[src/rtl/pcpi_mul_sequencer.sv]
// rtl/pcpi_mul_sequencer.sv - 8x8 unsigned multiply sequenced over an external 4x4 multiplier in four steps
module pcpi_mul_sequencer #(
    parameter bit HOLD_RESULT = 1'b1
) (
    input  logic        clk,
    input  logic        rst_n,
    input  logic        start_valid,
    output logic        start_ready,
    input  logic [7:0]  op_a,
    input  logic [7:0]  op_b,
    input  logic        abort,
    output logic [3:0]  mul_m,
    output logic [3:0]  mul_q,
    input  logic [7:0]  mul_p,
    output logic        res_valid,
    input  logic        res_ready,
    output logic [15:0] result,
    output logic        busy
);

    typedef enum logic [1:0] {
        IDLE = 2'd0,
        STEP = 2'd1,
        DONE = 2'd2
    } state_t;

    state_t      state;
    logic [1:0]  step;
    logic [7:0]  a_q;
    logic [7:0]  b_q;
    logic [15:0] acc;
    logic [15:0] result_q;
    logic        res_valid_q;
    logic [15:0] partial;

    // step[0] selects the high nibble of a, step[1] the high nibble of b
    always_comb begin
        mul_m = 4'h0;
        mul_q = 4'h0;
        if (state == STEP) begin
            mul_m = step[0] ? a_q[7:4] : a_q[3:0];
            mul_q = step[1] ? b_q[7:4] : b_q[3:0];
        end
    end

    always_comb begin
        partial = {8'h00, mul_p};
        case (step)
            2'd0:    partial = {8'h00, mul_p};
            2'd1,
            2'd2:    partial = {4'h0, mul_p, 4'h0};
            default: partial = {mul_p, 8'h00};
        endcase
    end

    always_ff @(posedge clk or negedge rst_n) begin
        if (!rst_n) begin
            state       <= IDLE;
            step        <= 2'd0;
            a_q         <= 8'h00;
            b_q         <= 8'h00;
            acc         <= 16'h0000;
            result_q    <= 16'h0000;
            res_valid_q <= 1'b0;
        end else begin
            case (state)
                IDLE: begin
                    if (start_valid) begin
                        a_q   <= op_a;
                        b_q   <= op_b;
                        acc   <= 16'h0000;
                        step  <= 2'd0;
                        state <= STEP;
                    end
                end
                STEP: begin
                    if (abort) begin
                        state <= IDLE;
                        step  <= 2'd0;
                        acc   <= 16'h0000;
                    end else begin
                        acc  <= acc + partial;
                        step <= step + 2'd1;
                        if (step == 2'd3) begin
                            state       <= DONE;
                            res_valid_q <= 1'b1;
                            result_q    <= acc + partial;
                        end
                    end
                end
                DONE: begin
                    // abort wins over a simultaneous result handshake
                    if (abort) begin
                        state       <= IDLE;
                        res_valid_q <= 1'b0;
                        acc         <= 16'h0000;
                    end else if (res_ready) begin
                        state       <= IDLE;
                        res_valid_q <= 1'b0;
                    end
                end
                default: begin
                    state       <= IDLE;
                    res_valid_q <= 1'b0;
                end
            endcase
        end
    end

    assign start_ready = (state == IDLE);
    assign busy        = (state != IDLE);
    assign res_valid   = res_valid_q;
    assign result      = (HOLD_RESULT || res_valid_q) ? result_q : 16'h0000;

endmodule

[config.mk]
export PLATFORM = sky130hd
export DESIGN_NAME = pcpi_mul_sequencer
export DESIGN_NICKNAME = d
export VERILOG_FILES = /design/src/rtl/pcpi_mul_sequencer.sv
export SDC_FILE = /design/constraint.sdc
export NUM_CORES = 1
export LEC_CHECK = 0
export ABC_AREA = 1
export CAP_MARGIN = 0
export CORE_MARGIN = 2
export CORE_UTILIZATION = 45
export CTS_BUF_LIST = sky130_fd_sc_hd__clkbuf_8
export CTS_CLUSTER_DIAMETER = 30
export CTS_CLUSTER_SIZE = 30
export DETAILED_ROUTE_END_ITERATION = 12
export DONT_BUFFER_PORTS = 1
export PLACE_DENSITY = 0.68
export RECOVER_POWER = 100
export SLEW_MARGIN = 20
export SYNTH_ARGS = -nofsm -noshare
export SYNTH_HDL_FRONTEND = slang
export SYNTH_SLANG_ARGS = --single-unit
[constraint.sdc]
create_clock -name clk -period 4.9 [get_ports clk]
set_clock_uncertainty 0.15 [all_clocks]
set_input_delay 0.735 -clock clk [delete_from_list [all_inputs] [get_ports clk]]
set_output_delay 0.735 -clock clk [all_outputs]
set_load 0.05 [all_outputs]
Word level (Yosys, flattened, before mapping). Cells that the tools add are included.

Bits in registers: 53. Bits of input ports: 29. Output and inout port bits: 27. Logic and storage cells: 57.

$add $sub $neg: 2. Equality and inequality tests: 11. Muxes and demuxes: 23. Bitwise gates (word level): 2. Reductions and logical operators: 12.

Operators by type and width (count): $mux W16 (3); $pmux W16 S3 (1); $pmux W16 S2 (1); $add A16 B16 Y16 (1); $mux W4 (4); $mux W2 (7); $reduce_and A3 Y1 (3); $eq A2 B2 Y1 const B (3); $ne A2 B2 Y1 const B (3); $pmux W2 S3 (1); $eq A2 B1 Y1 const B (2); $logic_not A2 Y1 (2); $mux W1 (4); $pmux W2 S2 (1); $reduce_and A2 Y1 (2); $reduce_and A4 Y1 (1); $reduce_bool A2 Y1 (2); $ne A3 B2 Y1 const B (1); $ne A3 B3 Y1 const B (1); $pmux W1 S3 (1); $reduce_bool A3 Y1 (1); $add A2 B1 Y2 const B (1); $ne A2 B1 Y1 const B (1); $not A1 Y1 (2); $reduce_or A2 Y1 (1).

Logic depth before layout (Yosys ltp).
Word-level depth: 6. Mapped depth: 15. Mapped depth without buffers: 15.

Worst setup path before layout. OpenSTA, ideal clock, no wires.

Kind: register to output. From: register state[1]. To: output port mul_m[0]. Arrival time: 1.535 ns. Data required time: 4.015 ns. Path slack: 2.480 ns. Stages on the path, launching flop included: 5. Buffers on the path: 1. Cell sequence: dfrtp_1 inv_1 nand2_2 clkbuf_1 a21oi_1.

Cells in the longest elaborated chain, start to end: 2.

RTL lines: start: declaration (line 27) `state_t state;`; start signal: assignment (line 58) `state <= IDLE;`; start signal: assignment (line 73) `state <= STEP;`; start signal: assignment (line 78) `state <= IDLE;`; $eq A2 B1 Y1 (line 40) `if (state == STEP) begin`; $mux W4 (line 40); end: declaration (line 12) `output logic [3:0] mul_m,`.

No other way between the ends.

Worst setup path after layout.
From: register state[1]. To: register result_q[1] (netlist: result[1]).

Cells in the longest elaborated chain, start to end: 2.

RTL lines: $eq A2 B1 Y1 (line 66) `case (state)`; $reduce_and A3 Y1 (no source line); end signal: assignment (line 87) `result_q <= acc + partial;`; end: declaration (line 32) `logic [15:0] result_q;`.

No other way between the ends. A chain may end at the register's enable or synchronous reset.

==> flow_metrics.env <==
export IMPL_violations="capacitance limit, slew limit"
export IMPL_grt_max_degree=54
export IMPL_cp_arrival_ns=3.61
export IMPL_power_mw=1.974
export IMPL_hold_ws_ns=0.3550
export IMPL_hold_class="reg -> reg"
export IMPL_syn2layout_area_growth_pct=4.561
export IMPL_cts_buffers=5
export IMPL_clockRootBuffer="clkbuf_8"
export IMPL_reg2reg_from="state[1]$_DFFE_PN0P_"
export IMPL_startpoint="state[1]$_DFFE_PN0P_"
export IMPL_synthFlopType="dfrtp_1"
export IMPL_leakage_nw=1.910
export IMPL_globalRouteTotalUtil_pct=20.82
export IMPL_cp_max_fo=21
export IMPL_firstDrtPassIters=4
export IMPL_final_util_pct=47.83
export IMPL_ff2ff_path_depth=7
export IMPL_final_hold_viol_count=0
export IMPL_die_x_um=89.17
export IMPL_clock_sinks=53
export IMPL_routed_wl_mm=7.735
export IMPL_place_ws_ns=2.125
export IMPL_synth_warnings=0
export IMPL_post_cts_setup_buffers=0
export IMPL_synth_seq_cells=53
export IMPL_path_common_cell="inv_1"
export IMPL_r2r_setup_slack_ns=1.39
export IMPL_design_area_sq_um=3413
export IMPL_slowest_stage="nor2_1"
export IMPL_fin_cells=532
export IMPL_yosysSeqAreaShare_pct=40.63
export IMPL_grt_pass1_vias=2673
export IMPL_fmax_mhz=284.5
export IMPL_slowest_delay_ns=0.91
export IMPL_die_area_sq_um=7951
export IMPL_run_status="finished with violations"
export IMPL_antenna_left=0
export IMPL_mostFrequentLayoutCell="nand2_1"
export IMPL_worst_pin_slew_ns=2.883
export IMPL_tritoncts="yes"
export IMPL_path_class="reg -> reg"
export IMPL_setup_tns_ns=0
export IMPL_dr_total_vias=2725
export IMPL_htree_levels=2
export IMPL_final_setup_worst_slack_ns=1.386
export IMPL_clock_path_buffers=2
export IMPL_final_cell_mix="166 x nand2_1, 64 x inv_1, 53 x dfrtp_1"
export IMPL_drc=0
export IMPL_crit_end="result[1]$_DFFE_PN0P_"
export IMPL_netlist_cell_type_count=30
export IMPL_syn_num_nets=479
export IMPL_core_area_sq_um=7137
export IMPL_path_cells="inv_1, nand2_1, nor2_1, inv_1, nor2_4, inv_1, o21ai_0"
export IMPL_r2r_end="result[1]$_DFFE_PN0P_"
export IMPL_syn_inst=431
export IMPL_clk_pin_slew_ns=0.11
export IMPL_drive_gt1_share_pct=6.467
export IMPL_io_buffers=0
export IMPL_num_rows=31
export IMPL_cap_violations=1
export IMPL_cp_required_ns=4.99
export IMPL_drt_wirelength_per_cell_um=14.54
export IMPL_rsz0062_at_grt="no"
export IMPL_async_flop_share_pct=100.0
export IMPL_critPathCaptureType="flip-flop"
export IMPL_dp_final_hpwl_mm=5.872
export IMPL_syn_area_sq_um=3264
export IMPL_pin_count=56
export IMPL_worstHoldPathCells=2
export IMPL_die_height_um=89.17
export IMPL_finalCritPeriodShare_pct=71.72
export IMPL_period_minus_slack_ns=3.514
export IMPL_final_fill_count=764
export IMPL_antennaDiodeCount=0
export IMPL_drt_iter0_markers=128
export IMPL_cp_start_kind="flip-flop"
export IMPL_setup_viol=0
export IMPL_dp_cells=523
export IMPL_routabilityCongestion=1.003
export IMPL_multiInputGateArea_sq_um=1617
export IMPL_clk_latency_ns=0.32
export IMPL_slew_headroom_pct=-92.20
export IMPL_synth_edf_count=0
export IMPL_antenna_found_initial=0
export IMPL_place_area_sq_um=3333
export IMPL_max_vdd_ir_drop_mv=0.2987
export IMPL_report_final_slew_viol_count=54
export IMPL_syn_area_per_cell_sq_um=7.574
export IMPL_num_nets_final=480
export IMPL_viasPerCell=5.122
export IMPL_start_util_pct=45.74
export IMPL_cellPowerDensity_nw_per_um2=578.5
export IMPL_final_seq_area_sq_um=1326
export IMPL_grt_pass1_wl_mm=12.66
export IMPL_grt_overflow=0
-- cell usage after synthesis (2+ instances only) --
cell      instances  area share (%)
inv_2             2            0.23
nand2_1         163              19
nand3b_1          3            0.69
mux2_2           16             5.5
nand3_1          35             5.4
dfrtp_1          53              41
nor2_1           10             1.1
nand4_1           2            0.38
o21ai_0           9             1.4
nor2_4            3             1.0
buf_6             3             1.0
nand2_2           3            0.57
buf_2             2            0.31
inv_1            62             7.1
xor2_1            2            0.54
ha_1             18             6.9
nor3_1            4            0.61
o21ai_1           4            0.61
a21oi_1          16             2.5
xnor2_1           2            0.54
o22ai_1           7             1.3
or2_1             2            0.38
or2_2             3            0.57
-- layout make-up --
| type | instances | share of cell area [%] |
|---|---|---|
| tap | 99 | 3.629 |
| multi-input combinational | 307 | 47.36 |
| timing repair buffer | 1 | 0.1100 |
| clock buffer | 5 | 2.016 |
| sequential | 53 | 38.86 |
| inverter | 64 | 7.038 |
| clock inverter | 3 | 0.9897 |
-- where the power goes --
group	internal (mW)	switching, mW	leakage, nW	total [mW]
Clock	0.107	0.169	0.0511	0.276
Sequential	0.570	0.259	0.682	0.829
Combinational	0.287	0.583	1.18	0.870
Total	0.964	1.01	1.91	1.97
-- logic make-up (layout without fill, tap and decap cells) --
family	Yosys count	count (layout)	synth area share, %
buffers and inverters	71	73	9.046
and+or+nand+nor	230	230	29.90
AOI/OAI and AO/OA	38	38	6.324
muxes	16	16	5.519
xor gates and xnor gates	4	4	1.073
DFF	53	53	40.63
adders and majority gates	19	19	7.513
-- worst min-delay path by stage --
| stage | slack (ns) | startpoint | to |
|---|---|---|---|
| final | 0.36 | acc[3]$_DFFE_PN0P_ | acc[3]$_DFFE_PN0P_ |
| after global routing | 0.38 | acc[12]$_DFFE_PN0P_ | acc[12]$_DFFE_PN0P_ |
| after CTS | 0.12 | rst_n | acc[4]$_DFFE_PN0P_ |
| after detailed placement | 0.29 | rst_n | result[14]$_DFFE_PN0P_ |
| after floorplan | 0.29 | rst_n | a_q[0]$_DFFE_PN0P_ |
| after global placement | 0.29 | rst_n | acc[14]$_DFFE_PN0P_ |
-- state kept, by name, summed over array words and instances, names as in the netlist --
register,flops
state,2
res_valid,1
acc,16
result,16
b_q,8
a_q,8
step,2
-- per-layer routing --
metal / track usage (%) / share of wire (%) / wire (um) / up-vias
met5: 0 / 0 / 0 / -
met2: 35.08 / 48 / 3701 / 84
met4: 6.513 / 1.4 / 107 / 0
met3: 5.448 / 6.4 / 492 / 10
li1: - / - / - / 1370
met1: 26.18 / 44 / 3433 / 1261
-- critical path: cells and delay by family (launching register included) --
family	cells	cell delay, ns
simple gates	3	1.60
flops	1	0.42
compound gates	1	0.29
buf+inv	3	0.97
-- repair_timing --
item | CTS | global route
hold buffers | 1 | 0
gates resized for setup | 0 | 0
hold endpoints to repair | 53 | 0
Note: power is estimated with default switching activity, not from simulation.
